<file path="src/rtl/tour_pkg.sv">
// Shared definitions for the knight's-tour playback path: FSM encodings,
// command opcodes, headings, default responses and the one-hot move decode
// helpers that the solver also uses.
package tour_pkg;

  // FSM state encodings, kept as plain constants for legacy compatibility
  typedef logic [2:0] state_t;
  localparam state_t IDLE  = 3'd0;
  localparam state_t VERT  = 3'd1;
  localparam state_t HOLDV = 3'd2;
  localparam state_t HORZ  = 3'd3;
  localparam state_t HOLDH = 3'd4;

  localparam logic [3:0] OP_MOVE    = 4'b0010;
  localparam logic [3:0] OP_MOVE_FF = 4'b0011;

  localparam logic [7:0] HDG_N = 8'h00;
  localparam logic [7:0] HDG_E = 8'hBF;
  localparam logic [7:0] HDG_S = 8'h7F;
  localparam logic [7:0] HDG_W = 8'h3F;

  localparam logic [7:0] RESP_ACK_DEF = 8'hA5;
  localparam logic [7:0] RESP_POS_DEF = 8'h5A;

  // One-hot move -> signed x step (east positive); 0 for any non-one-hot code
  function automatic logic signed [2:0] move_dx(input logic [7:0] mv);
    case (mv)
      8'h01:   move_dx = 3'sd1;
      8'h02:   move_dx = -3'sd1;
      8'h04:   move_dx = -3'sd2;
      8'h08:   move_dx = -3'sd2;
      8'h10:   move_dx = -3'sd1;
      8'h20:   move_dx = 3'sd1;
      8'h40:   move_dx = 3'sd2;
      8'h80:   move_dx = 3'sd2;
      default: move_dx = 3'sd0;
    endcase
  endfunction

  // One-hot move -> signed y step (north positive); 0 for any non-one-hot code
  function automatic logic signed [2:0] move_dy(input logic [7:0] mv);
    case (mv)
      8'h01:   move_dy = 3'sd2;
      8'h02:   move_dy = 3'sd2;
      8'h04:   move_dy = 3'sd1;
      8'h08:   move_dy = -3'sd1;
      8'h10:   move_dy = -3'sd2;
      8'h20:   move_dy = -3'sd2;
      8'h40:   move_dy = -3'sd1;
      8'h80:   move_dy = 3'sd1;
      default: move_dy = 3'sd0;
    endcase
  endfunction

  // Magnitude of a step as a 4-bit square count
  function automatic logic [3:0] step_mag(input logic signed [2:0] d);
    logic signed [2:0] a;
    a = d[2] ? -d : d;
    step_mag = {1'b0, a};
  endfunction

endpackage

</file>
<file path="src/rtl/tour_move_decode.sv">
// Combinational decode of one one-hot knight move into its two motion legs.
// Non-one-hot codes are flagged on bad_move; the legs produced for them are
// not meaningful and the consumer substitutes null legs.
module tour_move_decode
  import tour_pkg::*;
(
  input  logic [7:0]  move,
  output logic [15:0] vert_cmd,
  output logic [15:0] horz_cmd,
  output logic        bad_move
);

  logic signed [2:0] dx;
  logic signed [2:0] dy;

  // Decode step sizes and build the vertical then horizontal legs
  always_comb begin
    dx       = move_dx(move);
    dy       = move_dy(move);
    bad_move = (move == 8'h00) || ((move & (move - 8'd1)) != 8'h00);
    vert_cmd = {OP_MOVE, (dy > 3'sd0) ? HDG_N : HDG_S, step_mag(dy)};
    horz_cmd = {OP_MOVE_FF, (dx > 3'sd0) ? HDG_E : HDG_W, step_mag(dx)};
  end

endmodule

</file>
<file path="src/rtl/tour_cmd.sv">
// Tour playback command generator. Walks the solver's move list and issues a
// vertical then a horizontal leg per move; transparent UART mux when idle.
// Optional build macro: TOUR_CMD_ABORT_EN (a UART command during a tour ends
// playback at the next leg completion).
module tour_cmd
  import tour_pkg::*;
#(
  parameter int unsigned NUM_MOVES = 24,
  parameter logic [7:0]  RESP_ACK  = RESP_ACK_DEF,
  parameter logic [7:0]  RESP_POS  = RESP_POS_DEF
) (
  input  logic        clk,
  input  logic        rst_n,
  input  logic        start_tour,
  input  logic [7:0]  move,
  output logic [4:0]  mv_indx,
  input  logic [15:0] cmd_UART,
  input  logic        cmd_rdy_UART,
  output logic        clr_cmd_rdy_UART,
  output logic [15:0] cmd,
  output logic        cmd_rdy,
  input  logic        clr_cmd_rdy,
  input  logic        send_resp,
  output logic [7:0]  resp
);

  state_t      state_q, state_d;
  logic [4:0]  indx_q, indx_d;
  logic [15:0] vert_cmd, horz_cmd;
  logic        bad_move;
  logic        last_move;
  logic        abort;

  tour_move_decode u_decode (
    .move     (move),
    .vert_cmd (vert_cmd),
    .horz_cmd (horz_cmd),
    .bad_move (bad_move)
  );

  assign last_move = (indx_q == 5'(NUM_MOVES - 1));
  assign mv_indx   = indx_q;

`ifdef TOUR_CMD_ABORT_EN
  logic abort_q;

  // Remember a UART command arriving mid-tour; dropped when IDLE is entered
  always_ff @(posedge clk or negedge rst_n) begin
    if (!rst_n) begin
      abort_q <= 1'b0;
    end else if (state_d == IDLE) begin
      abort_q <= 1'b0;
    end else if (state_q != IDLE && cmd_rdy_UART) begin
      abort_q <= 1'b1;
    end
  end

  assign abort = abort_q;
`else
  assign abort = 1'b0;
`endif

  // Next-state and move index sequencing
  always_comb begin
    state_d = state_q;
    indx_d  = indx_q;
    case (state_q)
      IDLE: begin
        if (start_tour) begin
          state_d = VERT;
          indx_d  = 5'd0;
        end
      end
      VERT:  if (clr_cmd_rdy) state_d = HOLDV;
      HOLDV: if (send_resp) state_d = abort ? IDLE : HORZ;
      HORZ:  if (clr_cmd_rdy) state_d = HOLDH;
      HOLDH: begin
        if (send_resp) begin
          if (last_move || abort) begin
            state_d = IDLE;
          end else begin
            state_d = VERT;
            indx_d  = indx_q + 5'd1;
          end
        end
      end
      default: state_d = IDLE;
    endcase
  end

  // State and index registers
  always_ff @(posedge clk or negedge rst_n) begin
    if (!rst_n) begin
      state_q <= IDLE;
      indx_q  <= 5'd0;
    end else begin
      state_q <= state_d;
      indx_q  <= indx_d;
    end
  end

  // Output mux: UART passthrough in IDLE, tour legs otherwise
  always_comb begin
    cmd              = cmd_UART;
    cmd_rdy          = 1'b0;
    clr_cmd_rdy_UART = 1'b0;
    resp             = RESP_POS;
    case (state_q)
      IDLE: begin
        cmd_rdy          = cmd_rdy_UART;
        clr_cmd_rdy_UART = clr_cmd_rdy;
        resp             = RESP_ACK;
      end
      VERT, HOLDV: begin
        cmd     = bad_move ? {OP_MOVE, HDG_N, 4'd0} : vert_cmd;
        cmd_rdy = (state_q == VERT);
        if (state_q == HOLDV && send_resp && abort) resp = RESP_ACK;
      end
      HORZ, HOLDH: begin
        cmd     = bad_move ? {OP_MOVE_FF, HDG_N, 4'd0} : horz_cmd;
        cmd_rdy = (state_q == HORZ);
        if (state_q == HOLDH && send_resp && (last_move || abort)) resp = RESP_ACK;
      end
      default: ;
    endcase
  end

endmodule

</file>
<file path="config.mk">
export PLATFORM = sky130hd
export DESIGN_NAME = tour_cmd
export DESIGN_NICKNAME = d
export VERILOG_FILES = /design/src/rtl/tour_pkg.sv /design/src/rtl/tour_move_decode.sv /design/src/rtl/tour_cmd.sv
export SDC_FILE = /design/constraint.sdc
export NUM_CORES = 1
export LEC_CHECK = 0
export ABC_AREA = 1
export BUFFER_PORTS_ARGS = -buffer_cell sky130_fd_sc_hd__clkbuf_2
export CAP_MARGIN = 40
export CORE_MARGIN = 2
export CORE_UTILIZATION = 40
export DETAILED_ROUTE_END_ITERATION = 8
export PLACE_DENSITY = 0.66
export SYNTH_ARGS = -nofsm -noshare
export SYNTH_HDL_FRONTEND = slang
export SYNTH_HIERARCHICAL = 1
export SYNTH_SLANG_ARGS = --single-unit
</file>
<file path="constraint.sdc">
create_clock -name clk -period 6.1 [get_ports clk]
set_input_delay 1.22 -clock clk [delete_from_list [all_inputs] [get_ports clk]]
set_output_delay 1.22 -clock clk [all_outputs]
set_load 0.02 [all_outputs]
</file>
* Yosys cells after proc, flatten, opt, wreduce, memory -nomap -nowiden *
Cells that the tools add are included.

cells by class
  magnitude comparators = 2
  bitwise gates (word level) = 1
  $add $sub $neg = 4
  mux-type cells = 24
  reduce and logical (&&, ||, !) cells = 19
  eq/ne operators = 19

operators by type and width
  operator                                                             number
  16-bit one-hot mux with 2 select lines                               1
  12-bit two-way mux                                                   2
  3-bit one-hot mux with 4 select lines                                2
  3-bit two-way mux                                                    7
  2-bit OR reduction                                                   10
  8-bit two-way mux                                                    2
  8-bit one-hot mux with 2 select lines                                1
  5-bit two-way mux                                                    3
  3-bit one-hot mux with 5 select lines                                1
  2-bit inequality test (second input constant)                        6
  5-bit one-hot mux with 2 select lines                                1
  8-bit bitwise AND                                                    1
  8-bit by 1-bit == test with 1-bit output (second input constant)     1
  8-bit by 2-bit == test with 1-bit output (second input constant)     1
  8-bit by 3-bit == test with 1-bit output (second input constant)     1
  8-bit by 4-bit == test with 1-bit output (second input constant)     1
  8-bit by 5-bit == test with 1-bit output (second input constant)     1
  8-bit by 6-bit == test with 1-bit output (second input constant)     1
  8-bit by 7-bit == test with 1-bit output (second input constant)     1
  8-bit == test (second input constant)                                1
  8-bit logical NOT                                                    1
  8-bit nonzero test                                                   1
  8-bit by 1-bit subtractor with 8-bit output (second input constant)  1
  7-bit two-way mux                                                    1
  15 further kinds                                                     20

word-level totals
  input port bits = 30
  register bits = 8
  word-level logic and storage cells = 71
  output and inout bits = 31

* Logic depth before layout (Yosys ltp) *
Gate-level depths: netlist of the first run.

  depth in word-level cells = 7
  depth in mapped cells = 12
  mapped depth without buffers = 11

* Modules after synthesis *
The synthesis of the first run kept the hierarchy.

modules (own cells, without submodules)
  module            area an instance (sq um)  instances  cells an instance
  tour_cmd          979.7                     1          162
  tour_move_decode  505.5                     1          85

* Worst setup path after synthesis of the first run *
Ideal clock, no wire load.

  path kind = input to output
  start point = in move[3]
  end point = out cmd[6]
  stages on the path = 11
  data required time = 4880 ps
  arrival = 2606 ps
  path slack = 2274 ps
  path buffers = 2
  path through = nor2_4 nand2_1 nor2_1 nand3_1 nand2_2 nor2_1 inv_1 clkbuf_1 buf_2 nand3_1 nand3_1

RTL lines
  item                                         line                              source
  start: declaration                           tour_cmd.sv:15                    input logic [7:0] move,
  8-bit by 1-bit subtractor with 8-bit output  tour_move_decode.sv:20            bad_move = (move == 8'h00) || ((move & (move - 8'd1)) != 8'h00);
  8-bit bitwise AND                            tour_move_decode.sv:20
  8-bit nonzero test                           tour_move_decode.sv:20
  1-bit logical OR *                           tour_move_decode.sv:20
  named net bad_move                           tour_cmd.sv:30                    logic bad_move;
  12-bit two-way mux (on tied branches)        tour_cmd.sv:120, tour_cmd.sv:115
  16-bit one-hot mux with 2 select lines *     tour_cmd.sv:108                   case (state_q)
  end: declaration                             tour_cmd.sv:20                    output logic [15:0] cmd,

The timed path passes the listed nets; every way through them passes the cells marked *.

* Worst setup path after layout of the first run *
  start point = in move[7]
  end point = out cmd[2]

Same word-level chain as after synthesis.

==> summary.txt, run 1 <==
final standard cell count with taps included and fillers excluded - 338
total clock buffers created by CTS - 3
most numerous cell in the Yosys netlist - nand3_1
via count of the first global-routing pass - 1247
required time of the critical path - 4.88 ns
core area - 3610 µm²
status - finished, final reports clean
dpl hpwl - 2.44 mm
global-route wire length before repair - 5.16 mm
mapped cell area - 1490 µm²
total negative slack for setup checks - 0 ns
Hold Buf Count CTS - 0
global route total overflow - 0
initial antenna violation count - 0
growth of design area from synthesis to finish - 13.1%
Routability Congestion - 0.799
number of H-tree branching levels - 1
Layout Cell Area excl Fill - 1680 µm²
DRC violations left - 0
overall die height - 64.9 µm
synthesized flop and latch total - 8
fraction of synthesis flops using an asynchronous set or reset pin - 100%
slew of the pin with the lowest slew margin - 0.721 ns
count of endpoints failing hold in the final timing report - 0
final period demand of the worst path - 4.19 ns
DR iter-0 viols - 87
clk buf depth - 2
final WL - 3.04 mm
dominant cells by area after synthesis - nand3_1 21%, buf_4 16%, nand2_1 14%
top cell types by occurrence after synthesis - 62 x nand3_1, 56 x nand2_1, 31 x buf_4
clock transition at the registers of the reported paths - 0.04 ns
number of violations of the max-capacitance limit - 0
Pwr Total - 737 µW
count of placed standard cells including taps - 335
leakage power figure - 1.01 nW
worst setup margin - 1.91 ns
TritonCTS clock tree - done
total number of vias - 1562
first-pass iteration count of the detailed router - 4
instance count of the mapped netlist - 247
critical setup path kind - in -> out
top_reg_cell synth - dfrtp_1
global-route total usage across every layer - 14.8%
max-slew violation count - 0
utilization after layout - 46.6%
total placed instance area - 1640 µm²
n_diodes - 0
layout net count - 325
ANT nets after route - 0
number of enable-type register cells in the synthesized netlist - 0
via count normalized by instance count - 4.62
mean post-synth cell area - 6.01 µm²
Clock Skew - 0.00501 ns
crit path DAT - 2.97 ns
Post-CTS Setup Inserts - 0
Slew headroom - 51.9%
die area - 4220 µm²
highest ir drop seen on vdd - 0.174 mV
total number of clock tree sinks - 8
max frequency - 239 MHz
Startpoint Class - primary input
num rows - 22
I/O pin count - 61
worst hold margin - 0.553 ns
Avg WL per Cell - 9.00 µm
chip width - 64.9 µm
register area share after synthesis - 13.5%
Initial Utilization - 41.2%
worst setup timing slack at the placement stage - 1.90 ns
number of buffers added on ports - 60
Worst Path Max Fanout - 29
Final Setup Violations - 0
Yosys top cell area share - 20.9%
share of the clock period used by the worst path after layout - 68.7%
number of gates given a new drive strength after cts - 0
element type at the critical path end - output port
Yosys cell types - 23
areal power density over the cells - 439 nW/µm²
type of the tightest min-delay check - reg -> reg
clock root buffer master - clkbuf_8
RSZ-0062 raised after global routing - no
share of final-layout standard cells stronger than drive strength 1 - 29.7%
synth warn - 6
cell accounting for the most synthesized area - nand3_1
insertion delay of the later-clocked pin in the worst-skew pair - 0.23 ns
maximum number of pins on one net before global-route repair - 30
==> critical path, cell delays in order <==
cell and delay (ns):
clkbuf_2 0.11, nor2_4 0.19, nand2_2 0.08, nor2_1 0.09, nand3_1 0.10, nand2_2 0.11
nor2_1 0.07, inv_1 0.53, nand3_1 0.16, nand3_1 0.13, clkbuf_2 0.17
==> power breakdown <==
part	internal, mW	switching, mW
logic	0.171	0.413
clock network	0.0427	0.0198
registers	0.0664	0.0237
total	0.280	0.457
==> worst paths after layout <==
kind                       startpoint         end  slack (ns)  cells after the start
min reg2reg                mv_indx[1]  mv_indx[1]        0.55                      2
max in group asynchronous       rst_n  state_q[0]        5.08                      1
max                           move[7]      cmd[2]        1.91                     11
min in group asynchronous       rst_n  mv_indx[1]        0.84                      1
max reg2reg                mv_indx[0]  mv_indx[0]        4.48                      7
min                        mv_indx[1]  mv_indx[1]        0.55                      2
==> cell families after synthesis <==
kind of cell    share of synthesized area (%)
fa+ha+maj                                2.53
compound gates                           3.12
other cells                             0.506
simple gates                             55.8
flops                                    13.5
buf+inv                                  24.6
==> placed cells by master (no fill, tap or decap) <==
cell	n
and2_1	1
clkbuf_2	60
clkbuf_8	3
conb_1	18
dfrtp_1	8
ha_1	3
inv_1	22
inv_2	4
nand2_1	56
nand2_2	5
nand2_4	2
nand3_1	62
nand3_2	3
nand4_1	9
nor2_1	18
nor2_2	2
nor2_4	5
nor2_8	1
nor3_1	1
o21ai_0	6
o21ai_4	1
==> area by class of cell <==
| cell class | instances | area (µm²) |
|---|---|---|
| multi-input combinational | 193 | 980 |
| fill | 414 | 1930 |
| clock buffer | 3 | 41.3 |
| sequential | 8 | 200 |
| timing repair buffer | 60 | 300 |
| inverter | 26 | 97.6 |
| tap | 48 | 60.1 |
==> flip-flops by register name, indices dropped and copies added, names as in the netlist <==
register and flops:
state_q 3, mv_indx 5
==> routing by layer <==
metal  track usage, %  wire (µm)  up-vias
met5                0          0        -
met1             20.7       1400      678
li1                 -          -      843
met4             3.99          0        0
met2             24.0       1470       41
met3             1.56        174        0
No activity file was read; power rests on OpenSTA's default activity.
==> inputs of run 2 (changes only) <==
--- a/config.mk
+++ b/config.mk
@@ -11,7 +11,7 @@
 export CORE_MARGIN = 2
 export CORE_UTILIZATION = 40
 export DETAILED_ROUTE_END_ITERATION = 8
-export PLACE_DENSITY = 0.66
+export PLACE_DENSITY = 0.69
 export SYNTH_ARGS = -nofsm -noshare
 export SYNTH_HDL_FRONTEND = slang
 export SYNTH_HIERARCHICAL = 1
==> constraint.sdc (replaced) <==
create_clock -name clk -period 3.6 [get_ports clk]
set_input_delay 0.72 -clock clk [delete_from_list [all_inputs] [get_ports clk]]
set_output_delay 0.72 -clock clk [all_outputs]
set_load 0.02 [all_outputs]
==> run 2 against run 1 <==
First-iteration DRC count shrank 6.9%. Sequential power rose by 71%. Worst setup slack worse by 1.3 ns. Sequential share of layout area shrank 0.11 points. Hold slack worse by 0.22 ns. Routed wire length rose by 1.4%. Highest routed layer unchanged. Cell count up 0.59%.
==> summary.txt, run 2 (same netlist as run 1, synthesis figures left out) <==
FF-to-FF Start - mv_indx[0]
growth of design area from synthesis to finish - 14.1%
slew of the pin with the lowest slew margin - 0.546 ns (-0.175 ns)
I/O pin count - 61 (unchanged)
flop2flop setup slack - 1.99 ns (-2.49 ns)
DRC violations left - 0 (unchanged)
delay-heaviest family, CP - simple AND/OR/NAND/NOR gates
highest-count cells in the layout ignoring fill and taps - 62 x nand3_1, 60 x clkbuf_2, 56 x nand2_1, 22 x inv_1
areal power density over the cells - 741 nW/µm² (+69%)
ANT nets after route - 0 (unchanged)
total placed instance area - 1650 µm² (+0.92%)
Layout Cell Area excl Fill - 1690 µm² (+0.89%)
via count normalized by instance count - 4.65 (+0.68%)
critical setup path kind - in -> out
Worst Path Max Fanout - 7 (-76%)
worst hold margin - 0.332 ns (-0.221 ns)
chip width - 64.9 µm (unchanged)
RSZ-0062 raised after global routing - no
DR iter-0 viols - 81 (-6.9%)
Clock Skew - 0.00532 ns (+0.000315 ns)
clk buf depth - 2 (unchanged)
element type at the critical path end - output port
n_diodes - 0 (unchanged)
insertion delay of the later-clocked pin in the worst-skew pair - 0.22 ns (about the same)
type of the tightest min-delay check - in -> async
die area - 4220 µm² (unchanged)
share of the clock period used by the worst path after layout - 83.1%
Pwr Total - 1.25 mW (+70%)
leakage power figure - 1.02 nW (+1.1%)
global route total overflow - 0 (unchanged)
max frequency - 334 MHz
share of final-layout standard cells stronger than drive strength 1 - 30.1% (+0.48 points)
r2r worst-path depth - 7 (unchanged)
clock root buffer master - clkbuf_8
final standard cell count with taps included and fillers excluded - 340 (+0.59%)
dpl hpwl - 2.49 mm (+2.0%)
clock transition at the registers of the reported paths - 0.04 ns (about the same)
Post-CTS Setup Inserts - 0 (unchanged)
Avg WL per Cell - 9.08 µm (+0.85%)
ordered cell list for the critical path - clkbuf_2 > nor2_4 > nand2_1 > nor2_1 > nand3_1 > nand2_2 > inv_1 > ha_1 > inv_1 > nand2_1 > nand3_1 > nand3_1 > clkbuf_2
most common cell after layout, fill and taps aside - nand3_1
slowest cell on the critical path - nor2_4
count of placed standard cells including taps - 337 (+0.60%)
number of violations of the max-capacitance limit - 0 (unchanged)
number of buffers added on ports - 60 (unchanged)
first-pass iteration count of the detailed router - 4 (unchanged)
total negative slack for setup checks - 0 ns (unchanged)
num rows - 22 (unchanged)
status - finished, final reports clean
worst setup timing slack at the placement stage - 0.605 ns (-1.29 ns)
TritonCTS clock tree - done
final WL - 3.09 mm (+1.4%)
global-route total usage across every layer - 15.8% (+1.0 points)
total clock buffers created by CTS - 3 (unchanged)
count of endpoints failing hold in the final timing report - 0 (unchanged)
most frequent CP cell - nand3_1
total number of clock tree sinks - 8 (unchanged)
number of H-tree branching levels - 1 (unchanged)
number of gates given a new drive strength after cts - 0 (unchanged)
endpoint of the worst register-to-register path - mv_indx[3]
highest ir drop seen on vdd - 0.257 mV (+47%)
overall die height - 64.9 µm (unchanged)
layout net count - 327 (+0.62%)
Initial Utilization - 41.2% (unchanged)
number of flip-flops in the largest register - 5 (unchanged)
final period demand of the worst path - 2.99 ns
maximum number of pins on one net before global-route repair - 19 (-37%)
global-route wire length before repair - 5.47 mm (+6.0%)
via count of the first global-routing pass - 1335 (+7.1%)
worst path buffer plus inverter count - 4 (+1)
total number of vias - 1582 (+1.3%)
utilization after layout - 47.0% (+0.42 points)
core area - 3610 µm² (unchanged)
required time of the critical path - 2.88 ns (-2.00 ns)
Startpoint Class - primary input
worst setup margin - 0.608 ns (-1.30 ns)
max-slew violation count - 0 (unchanged)
initial antenna violation count - 0 (unchanged)
Slew headroom - 63.4% (+12 points)
Final Setup Violations - 0 (unchanged)
Crit path largest cell delay - 0.18 ns (-0.35 ns)
Hold Buf Count CTS - 0 (unchanged)
crit path DAT - 2.27 ns (-0.70 ns)
Routability Congestion - 0.823 (+2.9%)
run 2: cell count changes in the layout (fill, tap and decap cells not counted):
cell and delta:
buf_4 +2
run 2: where the power goes:
part | switching, mW | internal, mW
logic | 0.705 | 0.290
registers | 0.0420 | 0.112
clock network | 0.0329 | 0.0722
total | 0.780 | 0.475
run 2: worst max path at each step:
stage                from  endpoint  slack [ns]  depth (start not counted)
2_1_floorplan  mv_indx[0]   resp[3]        0.63                          7
3_3_place_gp      move[3]   cmd[10]        0.63                         13
3_5_place_dp      move[3]   cmd[10]        0.61                         13
4_1_cts           move[3]   cmd[10]        0.61                         13
5_1_grt           move[3]    cmd[8]        0.41                         13
6_report          move[3]   cmd[10]        0.61                         13
run 2: metal layers:
layer	part of all wire [%]	routed length, µm	global-route usage, %
met1	46	1430	19.6
met2	50	1530	29.8
met3	4.1	127	0.521
met5	0	0	0
met4	0	0	3.99
run 2: final cells by class:
cell class | count | area (µm²)
Inverter | 26 | 97.6
Sequential cell | 8 | 200
Fill cell | 408 | 1910
Timing Repair Buffer | 62 | 315
Multi-Input combinational cell | 193 | 980
Tap cell | 48 | 60.1
Clock buffer | 3 | 41.3
